===== config.mk =====
export PLATFORM = sky130hd
export DESIGN_NAME = wrapper
export DESIGN_NICKNAME = d
export VERILOG_FILES = /design/src/rtl/wrapper.sv
export SDC_FILE = /design/constraint.sdc
export NUM_CORES = 1
export LEC_CHECK = 0
export BUFFER_PORTS_ARGS = -buffer_cell sky130_fd_sc_hd__buf_4
export CAP_MARGIN = 10
export CORE_MARGIN = 2
export CORE_UTILIZATION = 45
export CTS_BUF_LIST = sky130_fd_sc_hd__clkbuf_4
export DETAILED_ROUTE_END_ITERATION = 8
export SLEW_MARGIN = 5
export SYNTH_ARGS = -nofsm -noshare
export SYNTH_HDL_FRONTEND = slang
export SYNTH_SLANG_ARGS = --single-unit
export TNS_END_PERCENT = 30

===== constraint.sdc =====
create_clock -name clk -period 4.33 [get_ports clk]
set_input_delay 0 -clock clk [delete_from_list [all_inputs] [get_ports clk]]
set_output_delay 0 -clock clk [all_outputs]
set_load 0.01 [all_outputs]

===== src/rtl/wrapper.sv =====
// Fractional-order (alpha = 0.5) Grunwald-Letnikov integrator of an internal step signal.
// An 8-tap MAC runs once per sample tick and the 16-bit result is shifted out on JA, MSB nibble first.
module wrapper #(
  parameter int unsigned SAMPLE_DIV = 64,
  parameter int unsigned STEP_VAL   = 256
) (
  input  logic       clk,
  input  logic       rst,
  output logic       led,
  output logic       OutInd,
  output logic       SigInd,
  output logic [3:0] JA
);

  localparam int unsigned DATA_W = 16;
  localparam int unsigned COEF_W = 16;
  localparam int unsigned PROD_W = DATA_W + COEF_W;
  localparam int unsigned ACC_W  = 35;
  localparam int unsigned FRAC_W = 14;
  localparam int unsigned TAPS   = 8;
  localparam int unsigned TAP_W  = 3;
  localparam int unsigned K_W    = 4;
  localparam int unsigned NIB_W  = 2;
  localparam int unsigned DIV_W  = (SAMPLE_DIV > 1) ? $clog2(SAMPLE_DIV) : 1;

  typedef enum logic [1:0] {
    IDLE = 2'd0,
    MAC  = 2'd1,
    DONE = 2'd2,
    SEND = 2'd3
  } state_e;

  // Q2.14 binomial weights: c0 = 1, c_j = c_{j-1} * (j - 0.5) / j
  function automatic logic [COEF_W-1:0] coef(input logic [TAP_W-1:0] idx);
    case (idx)
      3'd0:    coef = COEF_W'(16384);
      3'd1:    coef = COEF_W'(8192);
      3'd2:    coef = COEF_W'(6144);
      3'd3:    coef = COEF_W'(5120);
      3'd4:    coef = COEF_W'(4480);
      3'd5:    coef = COEF_W'(4032);
      3'd6:    coef = COEF_W'(3696);
      default: coef = COEF_W'(3432);
    endcase
  endfunction

  state_e              state_q, state_d;
  logic [DIV_W-1:0]    div_q, div_d;
  logic                tick_c;
  logic [DATA_W-1:0]   hist_q [TAPS];
  logic [K_W-1:0]      k_q, k_d;
  logic [ACC_W-1:0]    acc_q, acc_d;
  logic [TAP_W-1:0]    j_q, j_d;
  logic [DATA_W-1:0]   y_q, y_d;
  logic [NIB_W-1:0]    nib_q, nib_d;
  logic                sig_q, sig_d;
  logic                out_q, out_d;
  logic                led_q, led_d;
  logic [3:0]          ja_q, ja_d;
  logic [PROD_W-1:0]   prod_c;
  logic [ACC_W-1:0]    acc_sh_c;
  logic [DATA_W-1:0]   y_sat_c;

  // Free-running sample divider; the first tick lands SAMPLE_DIV clocks after reset release
  assign tick_c = (div_q == DIV_W'(SAMPLE_DIV - 1));
  assign div_d  = tick_c ? '0 : div_q + DIV_W'(1);
  assign sig_d  = tick_c ? ~sig_q : sig_q;
  assign k_d    = (tick_c && (k_q != K_W'(TAPS))) ? k_q + K_W'(1) : k_q;

  always_ff @(posedge clk or negedge rst) begin
    if (!rst) begin
      div_q <= '0;
      sig_q <= 1'b0;
      k_q   <= '0;
    end else begin
      div_q <= div_d;
      sig_q <= sig_d;
      k_q   <= k_d;
    end
  end

  // Sample history shifts on every tick, independent of the FSM state
  always_ff @(posedge clk or negedge rst) begin
    if (!rst) begin
      for (int i = 0; i < int'(TAPS); i++) hist_q[i] <= '0;
    end else if (tick_c) begin
      hist_q[0] <= DATA_W'(STEP_VAL);
      for (int i = 1; i < int'(TAPS); i++) hist_q[i] <= hist_q[i-1];
    end
  end

  assign prod_c   = PROD_W'(coef(j_q)) * PROD_W'(hist_q[j_q]);
  assign acc_sh_c = acc_q >> FRAC_W;
  assign y_sat_c  = (|acc_sh_c[ACC_W-1:DATA_W]) ? '1 : acc_sh_c[DATA_W-1:0];

  always_ff @(posedge clk or negedge rst) begin
    if (!rst) state_q <= IDLE;
    else      state_q <= state_d;
  end

  always_comb begin
    state_d = state_q;
    case (state_q)
      IDLE:    if (tick_c) state_d = MAC;
      MAC:     if (j_q == TAP_W'(TAPS - 1)) state_d = DONE;
      DONE:    state_d = SEND;
      SEND:    if (nib_q == NIB_W'(3)) state_d = IDLE;
      default: state_d = IDLE;
    endcase
  end

  // Datapath and output next values; a tick outside IDLE only shifts history
  always_comb begin
    acc_d = acc_q;
    j_d   = j_q;
    y_d   = y_q;
    nib_d = nib_q;
    out_d = 1'b0;
    led_d = led_q;
    ja_d  = 4'h0;
    case (state_q)
      IDLE: begin
        if (tick_c) begin
          acc_d = '0;
          j_d   = '0;
        end
      end
      MAC: begin
        acc_d = acc_q + ACC_W'(prod_c);
        j_d   = j_q + TAP_W'(1);
      end
      DONE: begin
        y_d   = y_sat_c;
        out_d = 1'b1;
        led_d = led_q | (k_q == K_W'(TAPS));
        nib_d = '0;
      end
      SEND: begin
        case (nib_q)
          2'd0:    ja_d = y_q[15:12];
          2'd1:    ja_d = y_q[11:8];
          2'd2:    ja_d = y_q[7:4];
          default: ja_d = y_q[3:0];
        endcase
        nib_d = nib_q + NIB_W'(1);
      end
      default: ;
    endcase
  end

  always_ff @(posedge clk or negedge rst) begin
    if (!rst) begin
      acc_q <= '0;
      j_q   <= '0;
      y_q   <= '0;
      nib_q <= '0;
      out_q <= 1'b0;
      led_q <= 1'b0;
      ja_q  <= 4'h0;
    end else begin
      acc_q <= acc_d;
      j_q   <= j_d;
      y_q   <= y_d;
      nib_q <= nib_d;
      out_q <= out_d;
      led_q <= led_d;
      ja_q  <= ja_d;
    end
  end

  assign led    = led_q;
  assign OutInd = out_q;
  assign SigInd = sig_q;
  assign JA     = ja_q;

endmodule


==> run_results.csv, run 1 <==
group,metric,value,unit
grt,use_met3,3.606,%
grt,use_met2,29.08,%
sta,fmax,0.2499,GHz
layout,n_antenna_cell,0,
clock_tree,clockBufferDepth,2,
worst_setup_path,ff2ff_setup_slack,0.33,ns
clock_tree,cts_setup_buffers,0,
drt,viasPerCell,5.738,
drt,vias,3127,
worst_setup_path,crit_chain,"mux4_2 -> and2_4 -> nand2_1 -> a21oi_1 -> ha_1 -> ha_1 -> ha_1 -> inv_1 -> fa_1 -> and2b_1 -> o2111ai_2 -> a21oi_2 -> o41ai_4 -> or4_1 -> nand2_1",
synth,ys_warn_count,0,
die,dieHeight,101.0,um
clock_tree,cts_tree,"done",
grt,grt.overflow.total,0,
synth,synthFlopType,"dfrtp_1",
worst_setup_path,critPathBufInv,1,
sta,grt_setup_unrepaired,"no",
worst_setup_path,startpoint,"j_q[0]",
worst_setup_path,cp_slowest_cell,"mux4_2",
die,die_w,101.0,um
drt,drc_errors,0,
sta,setup_viol,0,
layout,final_area,0.004552,sq mm
worst_setup_path,arrival,4.38,ns
place,io_buffers,8,
worst_hold_path,hold_path_class,"in2async",
synth,synth_seq_area_share,42.54,%
drt,wire_per_inst,15.72,um
grt,grt_max_degree,73,
die,io_pins,9,
layout,drive_above_1_share,9.908,%
synth,syn_inst,417,
drt,ant_nets,0,
place,dp_hpwl,6196,um
sta,maxSlewViolCount,0,
die,row_count,35,
synth,ys_ff_latch,72,
die,die-area,0.01020,sq mm
worst_setup_path,crit_top_cell,"ha_1",
clock_tree,cts_made_buffers,9,
worst_setup_path,worstPathRequired,4.71,ns
layout,mostFrequentLayoutCell,"dfrtp_1",
synth,yosys.area.top_type_share,42.54,%
layout,nNetsFinal,487,
sta,finalHoldViolations,0,
worst_setup_path,reg2reg_depth,15,
power,power_leakage,0.002265,uW
worst_setup_path,cp-start-kind,"flip-flop",
synth,yosysUniqueCellTypes,60,
worst_setup_path,path_class,"reg2reg",
clock_tree,cts.clk_slew.worst_paths,0.14,ns
worst_setup_path,cp.depth,15,
sta,fin_crit,4.001,ns
grt,grt_pass1_vias,3068,
sta,relSlewSlack,36.49,%
sta,fin_tns_setup,0,ns
sta,period_share,92.41,%
layout,area_growth,7.474,%
sta,worstMarginPinSlew,0.9527,ns
synth,syn_nets,475,
grt,use_met1,25.36,%
place,globalplace.congestion,0.8352,
worst_setup_path,end_kind,"flip-flop",
drt,wl,8566,um
worst_setup_path,slowest_delay,0.58,ns
power,peakVddDrop,0.0001078,V
status,run_status,"finished clean",
drt,drt_iter0_markers,119,
layout,mostFrequentLayoutCells,"72 x dfrtp_1, 55 x ha_1, 54 x nand2_1, 32 x nor2_1, 20 x a21oi_1",
synth,yosysTopAreaCell,"dfrtp_1",
grt,top_usage_layer,"met2",
clock_tree,cts.sinks,72,
clock_tree,cts-resized-gates,0,
place,dp_cells,528,
clock_tree,clk-insertion-delay-late,0.43,ns
worst_setup_path,reg2reg_to,"acc_q[29]",
drt,first_pass_iters,4,
worst_setup_path,timing.rr.start,"j_q[0]",
clock_tree,cts_root_buf,"clkbuf_4",
synth,syn_area_per_cell,10.16,sq um
power,powerDensity,245.3,mW/mm^2
die,start_util,46.05,%
layout,fillers,848,
grt,grt_pass1_wl,14790,um
synth,netlist_area,0.004235,sq mm
layout,final_cells,545,
worst_setup_path,cp_top_family,"adder cells",
run,drv_cap,0,
grt,grt_usage,18.45,%
synth,synth_edf_count,0,
sta,finClkSkew,0.02618,ns
place,placed_cell_area,0.004404,sq mm
worst_setup_path,crit_fanout,10,
synth,async_reset_ff_share,100.0,%
grt,antenna_found_initial,0,
clock_tree,hold_buffers,1,
die,core,0.009196,sq mm
synth,synth_area_leaders,"dfrtp_1 43%, ha_1 16%, nand2_1 4.8%",
clock_tree,h-tree-depth,3,
## state kept, by name (all words and copies together) (netlist names)
| signal | flops |
|---|---|
| nib_q | 2 |
| acc_q | 24 |
| k_q | 4 |
| led | 1 |
| JA | 4 |
| hist_q | 8 |
| OutInd | 1 |
| state_q | 2 |
| SigInd | 1 |
| y_q | 16 |
| div_q | 6 |
| j_q | 3 |
## layer usage
layer	routed length (um)	share of wire, %
met1	4186	49
met2	3934	46
met3	303	3.5
met4	142	1.7
met5	0	0
## through the flow
step / setup slack, ns / util (%) / hold WS, ns / power [uW]
2_1_floorplan: 0.6297 / - / -0.2956 / 685.3
6_report: 0.3288 / 49.50 / 0.2256 / 1117
3_5_place_dp: 0.3370 / 47.89 / 0.1941 / 699.5
5_1_grt: 0.06551 / 49.50 / 0.3010 / 1167
4_1_cts: 0.3297 / 49.50 / 0.2533 / 1135
3_3_place_gp: 0.4283 / 47.89 / 0.1962 / 699.5
## cell usage after synthesis (3+ instances only)
master	number
a21o_1	4
a21oi_1	20
a21oi_2	3
a222oi_1	4
a22o_1	5
and3_1	8
and3_4	3
clkbuf_1	9
dfrtp_1	72
ha_1	55
inv_1	18
nand2_1	54
nand2b_1	4
nand3_1	9
nand4_1	6
nor2_1	32
nor3_1	5
o211ai_1	4
o21ai_0	18
o21ai_1	6
o22a_1	17
or3_1	6
xnor2_1	5
xor2_1	6
## cells by family after synthesis
family                     share of synthesized area [%]
buffers and inverters                              2.836
and+or+nand+nor                                    15.36
muxes                                              2.068
adders and majority gates                          16.72
DFF                                                42.54
AOI/OAI and AO/OA                                  18.20
xor gates and xnor gates                           2.275
## worst max path at each step
| stage | to | slack (ns) |
|---|---|---|
| floorplan | acc_q[29] | 0.63 |
| global placement | acc_q[29] | 0.43 |
| detailed placement | acc_q[29] | 0.34 |
| CTS | acc_q[29] | 0.33 |
| global route | acc_q[29] | 0.07 |
| finish | acc_q[29] | 0.33 |
## final cells by class
type / instances / area, sq um / share of cell area, %
Tap cell: 111 / 138.9 / 3.051
Clock buffer: 9 / 67.56 / 1.484
Multi-Input combinational cell: 315 / 2313 / 50.82
Clock inverter: 7 / 70.07 / 1.539
Sequential cell: 72 / 1802 / 39.58
Inverter: 20 / 75.07 / 1.649
Timing Repair Buffer: 11 / 85.08 / 1.869
## report_power, final
group / internal (uW) / switching, uW / leakage, uW / total (uW)
clock: 176 / 255 / 0.0000680 / 431
sequential: 672 / 0 / 0.000992 / 672
combinational: 1.17 / 12.6 / 0.00121 / 13.8
No activity file was read; power rests on OpenSTA's default activity.
==> run 2, diff against run 1 <==
--- a/config.mk
+++ b/config.mk
@@ -8,7 +8,7 @@
 export BUFFER_PORTS_ARGS = -buffer_cell sky130_fd_sc_hd__buf_4
 export CAP_MARGIN = 10
 export CORE_MARGIN = 2
-export CORE_UTILIZATION = 45
+export CORE_UTILIZATION = 40
 export CTS_BUF_LIST = sky130_fd_sc_hd__clkbuf_4
 export DETAILED_ROUTE_END_ITERATION = 8
 export SLEW_MARGIN = 5
==> run_results.csv, run 2 (same netlist as run 1, synthesis figures left out) <==
group,metric,value,unit
clock_tree,cts_made_buffers,9,
drt,vias,3159,
sta,relSlewSlack,34.24,%
worst_setup_path,crit_fanout,10,
layout,largest_reg_flops,24,
worst_setup_path,crit_chain,"mux4_2 -> and2_4 -> nand2_1 -> a21oi_1 -> ha_1 -> ha_1 -> ha_1 -> inv_1 -> fa_1 -> and2b_1 -> o2111ai_2 -> a21oi_2 -> o41ai_4 -> or4_1 -> nand2_1",
worst_setup_path,cp.depth,15,
sta,fin_crit,4.026,ns
worst_setup_path,cp_slowest_cell,"mux4_2",
worst_setup_path,critPathBufInv,1,
status,run_status,"finished clean",
clock_tree,cts_tree,"done",
clock_tree,h-tree-depth,3,
place,dp_hpwl,6195,um
power,peakVddDrop,0.0001808,V
grt,grt_pass1_vias,3053,
sta,worstMarginPinSlew,0.9864,ns
sta,fin_tns_setup,0,ns
worst_setup_path,reg2reg_to,"acc_q[29]",
die,io_pins,9,
sta,final.setup.worst_slack,0.3043,ns
sta,period_share,92.97,%
worst_hold_path,hold_path_class,"in2async",
clock_tree,cts_root_buf,"clkbuf_4",
place,dp_slack,0.3401,ns
drt,drt_iter0_markers,130,
clock_tree,cts.clk_slew.worst_paths,0.13,ns
drt,viasPerCell,5.552,
worst_setup_path,cp_top_family,"adder cells",
worst_setup_path,slowest_delay,0.57,ns
worst_setup_path,reg2reg_depth,15,
drt,first_pass_iters,5,
clock_tree,clk-insertion-delay-late,0.41,ns
clock_tree,cts-resized-gates,0,
clock_tree,clockBufferDepth,2,
die,core,0.01032,sq mm
worst_setup_path,crit_top_cell,"ha_1",
layout,largestRegisters,"acc_q: 24 flops, y_q: 16 flops, hist_q: 8 flops",
place,globalplace.congestion,0.8680,
worst_setup_path,path_class,"reg2reg",
grt,grt_usage,16.36,%
grt,antenna_found_initial,0,
layout,area_growth,9.778,%
die,row_count,37,
sta,holdWs,0.2467,ns
worst_setup_path,ff2ff_setup_slack,0.30,ns
sta,grt_setup_unrepaired,"no",
layout,n_antenna_cell,0,
power,fin_total_pwr,1291,uW
clock_tree,cts.sinks,72,
place,io_buffers,8,
layout,mostFrequentLayoutCell,"dfrtp_1",
drt,drc_errors,0,
drt,wire_per_inst,15.08,um
grt,grt_pass1_wl,14880,um
drt,wl,8581,um
sta,maxSlewViolCount,0,
sta,fmax,0.2484,GHz
power,power_leakage,0.002304,uW
worst_setup_path,startpoint,"j_q[0]",
grt,grt.overflow.total,0,
layout,top_register,"acc_q",
worst_setup_path,arrival,4.39,ns
layout,utilization,45.04,%
sta,finalHoldViolations,0,
worst_setup_path,critical_path.endpoint,"acc_q[29]",
sta,finClkSkew,0.01759,ns
worst_setup_path,end_kind,"flip-flop",
layout,nNetsFinal,487,
grt,grt_max_degree,73,
power,powerDensity,277.7,mW/mm^2
die,die_w,106.9,um
worst_setup_path,cp-start-kind,"flip-flop",
worst_setup_path,worstPathRequired,4.69,ns
layout,mostFrequentLayoutCells,"72 x dfrtp_1, 55 x ha_1, 54 x nand2_1, 32 x nor2_1, 20 x a21oi_1",
die,die-area,0.01143,sq mm
die,dieHeight,106.9,um
layout,drive_above_1_share,10.16,%
sta,setup_viol,0,
drt,ant_nets,0,
die,start_util,41.03,%
worst_setup_path,timing.rr.start,"j_q[0]",
run,drv_cap,0,
-- run 2: changes by cell type in the layout (fill, tap and decap cells not counted) --
| cell | delta |
|---|---|
| bufinv_16 | +3 |
| clkinv_1 | -2 |
| clkinvlp_4 | -2 |
| clkbuf_4 | +1 |
| inv_6 | -1 |
-- run 2: worst register-to-register path, cell delays in order (launching register included) --
cell	delay, ns
dfrtp_1	0.51
mux4_2	0.57
and2_4	0.20
nand2_1	0.07
a21oi_1	0.07
ha_1	0.29
ha_1	0.28
ha_1	0.16
inv_1	0.06
fa_1	0.37
and2b_1	0.27
o2111ai_2	0.16
a21oi_2	0.26
o41ai_4	0.15
or4_1	0.49
nand2_1	0.07
-- run 2: per-layer routing --
layer	wire, um	global-route usage (%)
met5	0	0
met2	4030	26.62
met3	271	3.100
met4	95	4.545
met1	4184	22.37
-- run 2: worst min path at each step --
stage                     startpoint        end  slack, ns  cells after the start
after CTS                        rst    y_q[14]       0.27                      2
final                            rst    y_q[14]       0.25                      2
after detailed placement         rst    y_q[14]       0.21                      1
after global placement           rst  acc_q[28]       0.19                      1
after global routing             rst    y_q[14]       0.32                      2
after floorplan                  rst      JA[0]      -0.30                      0
-- run 2: layout make-up --
cell class,count,area [sq um]
Clock inverter,5,128.9
Timing Repair Buffer,11,85.08
Multi-Input combinational cell,315,2313
Fill cell,976,5674
Clock buffer,10,75.07
Sequential cell,72,1802
Inverter,20,75.07
Tap cell,136,170.2
-- run 2: through the flow --
step           std cells  cell area, sq um
5_1_grt              569              4649
6_report             569              4649
2_1_floorplan        417              4235
3_3_place_gp         553              4436
3_5_place_dp         553              4436
4_1_cts              569              4649
-- run 2: what timing repair did --
action                    CTS  global route
setup buffers               0             0
hold endpoints to repair   72             0
hold buffers                1             0
-- run 2: report_power, final --
| group | switching [uW] | internal, uW |
|---|---|---|
| clock network | 249 | 356 |
| logic | 12.7 | 1.16 |
| registers | 0 | 672 |
